===== src/rtl/rst_seq_hme.sv =====
// Staged reset sequencer: qualifies an asynchronous PLL lock, holds every reset
// output for a fixed time, then releases the outputs one stage at a time.
// Lock loss drops the whole sequence back to lock qualification, and a software
// request restarts it from the hold phase.
module rst_seq_hme #(
    parameter int unsigned N_STAGES  = 3,
    parameter int unsigned LOCK_FILT = 4,
    parameter int unsigned HOLD_CYC  = 16,
    parameter int unsigned GAP_CYC   = 8
) (
    input  logic                C,
    input  logic                R,
    input  logic                LOCKED,
    input  logic                SW_REQ,
    output logic [N_STAGES-1:0] RST_OUT,
    output logic                DONE,
    output logic                BUSY
);

    // Each counter is just wide enough to hold its parameter value.
    localparam int unsigned FW = $clog2(LOCK_FILT + 1);
    localparam int unsigned HW = $clog2(HOLD_CYC + 1);
    localparam int unsigned GW = $clog2(GAP_CYC + 1);
    localparam int unsigned IW = $clog2(N_STAGES + 1);

    localparam logic [FW-1:0] FILT_MAX  = FW'(LOCK_FILT);
    localparam logic [FW-1:0] FILT_LAST = FW'(LOCK_FILT - 1);
    localparam logic [HW-1:0] HOLD_MAX  = HW'(HOLD_CYC);
    localparam logic [HW-1:0] HOLD_LAST = HW'(HOLD_CYC - 1);
    localparam logic [GW-1:0] GAP_MAX   = GW'(GAP_CYC);
    localparam logic [GW-1:0] GAP_LAST  = GW'(GAP_CYC - 1);
    localparam logic [IW-1:0] IDX_LAST  = IW'(N_STAGES - 1);

    typedef enum logic [1:0] {
        StWaitLock,
        StHold,
        StRelease,
        StRun
    } state_e;

    // Declaration initialisers give the same power-up state as reset.
    logic                sync1_q = 1'b0;
    logic                sync2_q = 1'b0;
    state_e              state_q = StWaitLock;
    state_e              state_d;
    logic [FW-1:0]       filt_q  = '0;
    logic [FW-1:0]       filt_d;
    logic [HW-1:0]       hold_q  = '0;
    logic [HW-1:0]       hold_d;
    logic [GW-1:0]       gap_q   = '0;
    logic [GW-1:0]       gap_d;
    logic [IW-1:0]       idx_q   = '0;
    logic [IW-1:0]       idx_d;
    logic [IW-1:0]       idx_inc;
    logic [N_STAGES-1:0] rst_q   = '1;
    logic [N_STAGES-1:0] rst_d;
    logic                done_q  = 1'b0;
    logic                done_d;
    logic                busy_q  = 1'b1;
    logic                busy_d;
    logic                lock_s;

    // Reset pattern while stages 0..idx are released: bit i stays high iff i > idx.
    function automatic logic [N_STAGES-1:0] stage_mask(input logic [IW-1:0] idx);
        logic [N_STAGES-1:0] m;
        for (int unsigned i = 0; i < N_STAGES; i++) begin
            m[i] = (i > 32'(idx));
        end
        return m;
    endfunction

    assign lock_s  = sync2_q;
    assign idx_inc = idx_q + 1'b1;

    // Two-flop synchronizer for the asynchronous lock indication.
    always_ff @(posedge C) begin
        if (R) begin
            sync1_q <= 1'b0;
            sync2_q <= 1'b0;
        end else begin
            sync1_q <= LOCKED;
            sync2_q <= sync1_q;
        end
    end

    // Next-state, counter and registered-output computation.
    always_comb begin
        state_d = state_q;
        filt_d  = filt_q;
        hold_d  = hold_q;
        gap_d   = gap_q;
        idx_d   = idx_q;
        rst_d   = rst_q;

        if (state_q != StWaitLock && !lock_s) begin
            // Lock loss outranks everything, including a software request.
            state_d = StWaitLock;
            filt_d  = '0;
            hold_d  = '0;
            gap_d   = '0;
            idx_d   = '0;
            rst_d   = '1;
        end else begin
            unique case (state_q)
                StWaitLock: begin
                    rst_d  = '1;
                    hold_d = '0;
                    gap_d  = '0;
                    idx_d  = '0;
                    if (!lock_s) begin
                        filt_d = '0;
                    end else begin
                        if (filt_q != FILT_MAX) begin
                            filt_d = filt_q + 1'b1;
                        end
                        if (filt_q >= FILT_LAST) begin
                            state_d = StHold;
                        end
                    end
                end

                StHold: begin
                    rst_d = '1;
                    gap_d = '0;
                    idx_d = '0;
                    if (SW_REQ) begin
                        hold_d = '0;
                    end else if (hold_q == HOLD_LAST) begin
                        // Stage 0 drops on the very first RELEASE cycle.
                        state_d = StRelease;
                        hold_d  = '0;
                        rst_d   = stage_mask('0);
                    end else if (hold_q != HOLD_MAX) begin
                        hold_d = hold_q + 1'b1;
                    end
                end

                StRelease: begin
                    if (SW_REQ) begin
                        state_d = StHold;
                        hold_d  = '0;
                        gap_d   = '0;
                        idx_d   = '0;
                        rst_d   = '1;
                    end else if (idx_q == IDX_LAST) begin
                        // Only reachable with a single stage: one RELEASE cycle, then RUN.
                        state_d = StRun;
                        rst_d   = '0;
                    end else if (gap_q == GAP_LAST) begin
                        gap_d = '0;
                        idx_d = idx_inc;
                        rst_d = stage_mask(idx_inc);
                        if (idx_inc == IDX_LAST) begin
                            state_d = StRun;
                        end
                    end else if (gap_q != GAP_MAX) begin
                        gap_d = gap_q + 1'b1;
                    end
                end

                StRun: begin
                    rst_d = '0;
                    if (SW_REQ) begin
                        // Lock stays qualified, so go straight back to HOLD.
                        state_d = StHold;
                        hold_d  = '0;
                        gap_d   = '0;
                        idx_d   = '0;
                        rst_d   = '1;
                    end
                end
            endcase
        end

        done_d = (state_d == StRun);
        busy_d = (state_d != StRun);
    end

    // State, counters and outputs, all registered so nothing downstream sees a glitch.
    always_ff @(posedge C) begin
        if (R) begin
            state_q <= StWaitLock;
            filt_q  <= '0;
            hold_q  <= '0;
            gap_q   <= '0;
            idx_q   <= '0;
            rst_q   <= '1;
            done_q  <= 1'b0;
            busy_q  <= 1'b1;
        end else begin
            state_q <= state_d;
            filt_q  <= filt_d;
            hold_q  <= hold_d;
            gap_q   <= gap_d;
            idx_q   <= idx_d;
            rst_q   <= rst_d;
            done_q  <= done_d;
            busy_q  <= busy_d;
        end
    end

    assign RST_OUT = rst_q;
    assign DONE    = done_q;
    assign BUSY    = busy_q;

endmodule


===== config.mk =====
export PLATFORM = sky130hd
export DESIGN_NAME = rst_seq_hme
export DESIGN_NICKNAME = d
export VERILOG_FILES = /design/src/rtl/rst_seq_hme.sv
export SDC_FILE = /design/constraint.sdc
export NUM_CORES = 1
export LEC_CHECK = 0
export CAP_MARGIN = 10
export CORE_ASPECT_RATIO = 1.5
export CORE_MARGIN = 1.5
export CORE_UTILIZATION = 55
export CTS_CLUSTER_DIAMETER = 30
export DETAILED_ROUTE_END_ITERATION = 8
export PLACE_DENSITY_LB_ADDON = 0.1
export SYNTH_ARGS = -nofsm -noshare
export SYNTH_HDL_FRONTEND = slang
export SYNTH_SLANG_ARGS = --single-unit

===== constraint.sdc =====
create_clock -name C -period 3.8 [get_ports C]
set_clock_uncertainty 0.1 [all_clocks]
set_input_delay 0.38 -clock C [delete_from_list [all_inputs] [get_ports C]]
set_output_delay 0.38 -clock C [all_outputs]
set_load 0.02 [all_outputs]

== Word level (Yosys, flattened, before mapping) ==
Index checks and enable logic that the tools add are counted.
Word-level totals
  register bits after elaboration: 23
  input port bits: 4
Cells by class
  $add $sub $neg: 4
  order comparisons: 3
  equal/unequal tests: 20
  mux-type cells: 36
  reduce and logical (&&, ||, !) cells: 11
Operator list (count)
  2-bit two-way mux: 14
  4-bit two-way mux: 5
  5-bit two-way mux: 4
  3-bit two-way mux: 6
  4-bit != test (second input constant): 4
  5-bit case mux with 3 select lines: 1
  3-bit case mux with 4 select lines: 1
  4-bit case mux with 3 select lines: 1
  2-bit equality test (second input constant): 5
  3-bit != test (second input constant): 3
  2-bit case mux with 4 select lines: 1
  2-bit case mux with 3 select lines: 1
  3-bit AND reduction: 2
  2-bit OR reduction: 3
  5-bit by 1-bit adder with 5-bit output (second input constant): 1
  5-bit by 4-bit equality test with 1-bit output (second input constant): 1
  5-bit != test (second input constant): 1
  4-bit by 1-bit adder with 4-bit output (second input constant): 1
  4-bit by 3-bit equality test with 1-bit output (second input constant): 1
  2-bit by 1-bit != test with 1-bit output (second input constant): 2
  2-bit != test (second input constant): 2
  2-bit AND reduction: 2
  3-bit by 1-bit adder with 3-bit output (second input constant): 1
  3-bit by 2-bit greater-or-equal comparator with 1-bit output (second input constant): 1
  9 further kinds: 10

== Longest topological paths before layout ==
  word-level depth: 9
  gate-level depth with buffers: 6

== Worst setup path before layout ==
No wires, ideal clock.
  path kind: register to register
  from: register idx_q[0]
  to: register gap_q[2]
  setup time: 70 ps
  arrival time: 1558 ps
  data required time: 3630 ps
  path slack: 2072 ps
  cell stages (with the launch flop): 7
  path buffers: 1
  clock period less this slack: 1728 ps
  path through: dfxtp_1 -> inv_1 -> ha_1 -> or2_1 -> clkbuf_2 -> or4_1 -> a21oi_1
On the way
  cells in the longest elaborated chain, start to end: 3
RTL lines
  start: declaration: line 52  | logic [IW-1:0] idx_q = '0;
  start signal: assignment: line 195  | idx_q <= idx_d;
  2-bit equality test: line 145  | end else if (idx_q == IDX_LAST) begin
  3-bit != test (no source line)
  3-bit AND reduction (no source line)
  end signal: assignment: line 194  | gap_q <= gap_d;
  end: declaration: line 50  | logic [GW-1:0] gap_q = '0;
Every way passes these cells.
A chain may end at the register's enable or synchronous reset.

== Worst setup path after layout ==
Same ends and word-level chain as after synthesis.

==> impl_metrics.env <==
export IMPL_ys_warnings_count=0
export IMPL_instances_no_fill=161
export IMPL_max_freq_mhz=531.2
export IMPL_synth_area_top_cells="dfxtp_1 (38%), ha_1 (10%), inv_1 (3.4%), a21oi_1 (3.3%), nand3_1 (3.3%)"
export IMPL_syn_nets=148
export IMPL_numClockSinks=23
export IMPL_crit_type="reg -> reg"
export IMPL_worstPathArrival_ns=2.04
export IMPL_tns_ns=0
export IMPL_clock_path_buffers=2
export IMPL_dr_pass1_iters=4
export IMPL_placed_cells=157
export IMPL_die_y_um=60.65
export IMPL_tightest_slew_ns=0.7005
export IMPL_cts_root_buf="clkbuf_4"
export IMPL_hp_start="sync1_q$_SDFF_PP0_"
export IMPL_synth_edf_count=0
export IMPL_reg2reg_to="gap_q[2]$_SDFFE_PP0P_"
export IMPL_synth_cell_types=43
export IMPL_syn_area_per_cell_um2=9.095
export IMPL_place_area_um2=1290
export IMPL_timing_rr_start="idx_q[0]$_SDFFE_PP0P_"
export IMPL_fin_crit_sh=0.4954
export IMPL_startpoint_type="flip-flop"
export IMPL_synth_top_area_cell="dfxtp_1"
export IMPL_wirelength_um=2445
export IMPL_slew_viol_final=0
export IMPL_p_leak_nw=0.4438
export IMPL_areaGrowthSynthToFinish_pct=8.111
export IMPL_drc=0
export IMPL_synth_area_um2=1219
export IMPL_insertion_delay_ns=0.31
export IMPL_slew_headroom=0.5321
export IMPL_run_status="finished clean"
export IMPL_cts_clk_slew_worst_paths_ns=0.12
export IMPL_hold_slack_ns=0.3602
export IMPL_dieWidth_um=41.44
export IMPL_grt_usage=0.2242
export IMPL_holdPathEnd="lock_s$_SDFF_PP0_"
export IMPL_seq_area_frac_synth=0.3778
export IMPL_portBuffers=8
export IMPL_vias_per_cell=6.273
export IMPL_synth_most_common_cell="dfxtp_1"
export IMPL_cts_setup_buffers=0
export IMPL_cp_data_required_time_ns=3.96
export IMPL_place_congestion=0.8402
export IMPL_wl_per_cell_um=15.19
export IMPL_p_per_area_nw_per_um2=277.9
export IMPL_drive_gt1_frac=0.04317
export IMPL_multi_input_area_um2=680.7
export IMPL_dp_hpwl_um=1877
export IMPL_die_area_um2=2513
export IMPL_core_area_um2=2052
export IMPL_grt_max_degree=17
export IMPL_synth_top_cell_area_share=0.3778
export IMPL_nFillCells=177
export IMPL_dp_slack_ns=1.642
export IMPL_path_max_fanout=8
export IMPL_rrSetupSlack_ns=1.92
export IMPL_peakVddDrop_v=0.0001813
export IMPL_drt_initial_drc_count=33
export IMPL_diodes=0
export IMPL_postSynthCellCount=134
export IMPL_start_util=0.5939
export IMPL_grt_pass1_vias=1025
export IMPL_final_util=0.6421
export IMPL_ant_nets=0
export IMPL_cts_buffers=3
export IMPL_end_kind="flip-flop"
export IMPL_postCtsHoldBufs=0
export IMPL_seq_area_um2=460.4
export IMPL_finalSetupViolations=0
export IMPL_ys_ff_latch=23
export IMPL_fin_crit_ns=1.882
export IMPL_ios=9
export IMPL_netlist_top_cells_count="dfxtp_1 (23), inv_1 (11), ha_1 (10), a21oi_1 (8), nand3_1 (8)"
export IMPL_antenna_found_initial=0
export IMPL_hold_viol_final=0
export IMPL_grt_overflow_total=0
export IMPL_grt_pass1_wl_um=4395
export IMPL_cts_htree_levels=1
export IMPL_r2r_cells=5
export IMPL_via_count=1010
export IMPL_cts_tree="built"
export IMPL_num_rows=20
export IMPL_cap_violations=0
export IMPL_p_total_mw=0.3662
export IMPL_nets=154
export IMPL_rsz0062_at_grt="false"
export IMPL_async_flop_share=0
export IMPL_hold_class="reg -> reg"
export IMPL_finalWorstSetupSlack_ns=1.918
export IMPL_fin_area_um2=1318
export IMPL_synth_main_ff_cell="dfxtp_1"
export IMPL_min_path_cells=1
export IMPL_cts_resized_gates=0
cells in the final DEF (no fill, tap or decap), types with 3 or more instances in the layout:
| cell | n |
|---|---|
| dfxtp_1 | 23 |
| inv_1 | 11 |
| ha_1 | 10 |
| nand3_1 | 8 |
| a21oi_1 | 8 |
| clkdlybuf4s50_1 | 8 |
| nor2_1 | 7 |
| o21ai_0 | 5 |
| a311oi_1 | 4 |
| o21bai_1 | 3 |
| nand2b_1 | 3 |
| nor2b_1 | 3 |
| nor3_1 | 3 |
| or4_1 | 3 |
| nand3b_1 | 3 |
| clkbuf_4 | 3 |
state kept, by name, indices dropped and copies added, names as in the netlist:
name,flops
DONE,1
idx_q,2
sync1_q,1
BUSY,1
filt_q,3
state_q,2
lock_s,1
gap_q,4
RST_OUT,3
hold_q,5
worst max-delay path, cell delays in order, from the launching register on:
cell     delay, ns
dfxtp_1       0.41
inv_1         0.08
ha_1          0.25
or2_1         0.31
or4_1         0.53
a21oi_1       0.14
where the power goes:
part / switching (mW) / leakage [nW] / internal, mW
clock network: 0.0734 / 0.0177 / 0.0394
registers: 0.000774 / 0.186 / 0.242
logic: 0.00492 / 0.240 / 0.00530
total: 0.0791 / 0.444 / 0.287
metal layers:
metal | up-vias | GRT usage | part of all wire
li1 | 505 | - | -
met1 | 487 | 0.2344 | 0.41
met2 | 14 | 0.4464 | 0.56
met3 | 4 | 0.01786 | 0.019
met4 | 0 | 0.1106 | 0.012
met5 | - | 0 | 0
final cells by class:
cell class                 count  area share
multi-input combinational     93      0.5166
sequential                    23      0.3495
timing repair buffer           8     0.06078
inverter                      11     0.03134
tap                           22     0.02089
clock buffer                   3     0.01709
clock inverter                 1    0.003799
logic make-up (layout without fill, tap and decap cells):
family | after synthesis | in the layout | synth area share
and+or+nand+nor | 50 | 50 | 0.2670
AOI/OAI and AO/OA | 31 | 31 | 0.1735
DFF | 23 | 23 | 0.3778
buffers and inverters | 18 | 23 | 0.06365
adders and majority gates | 10 | 10 | 0.1027
xor gates and xnor gates | 1 | 1 | 0.007188
muxes | 1 | 1 | 0.008214
worst max path at each step:
stage / startpoint / end / slack [ns] / cells past startpoint
2_1_floorplan: idx_q[0]$_SDFFE_PP0P_ / gap_q[2]$_SDFFE_PP0P_ / 2.07 / 6
3_3_place_gp: SW_REQ / DONE$_SDFF_PP0_ / 1.69 / 4
3_5_place_dp: SW_REQ / DONE$_SDFF_PP0_ / 1.64 / 4
4_1_cts: idx_q[0]$_SDFFE_PP0P_ / gap_q[2]$_SDFFE_PP0P_ / 1.92 / 5
5_1_grt: idx_q[0]$_SDFFE_PP0P_ / gap_q[2]$_SDFFE_PP0P_ / 1.83 / 5
6_report: idx_q[0]$_SDFFE_PP0P_ / gap_q[2]$_SDFFE_PP0P_ / 1.92 / 5
Power figures use the tool's default switching activity.
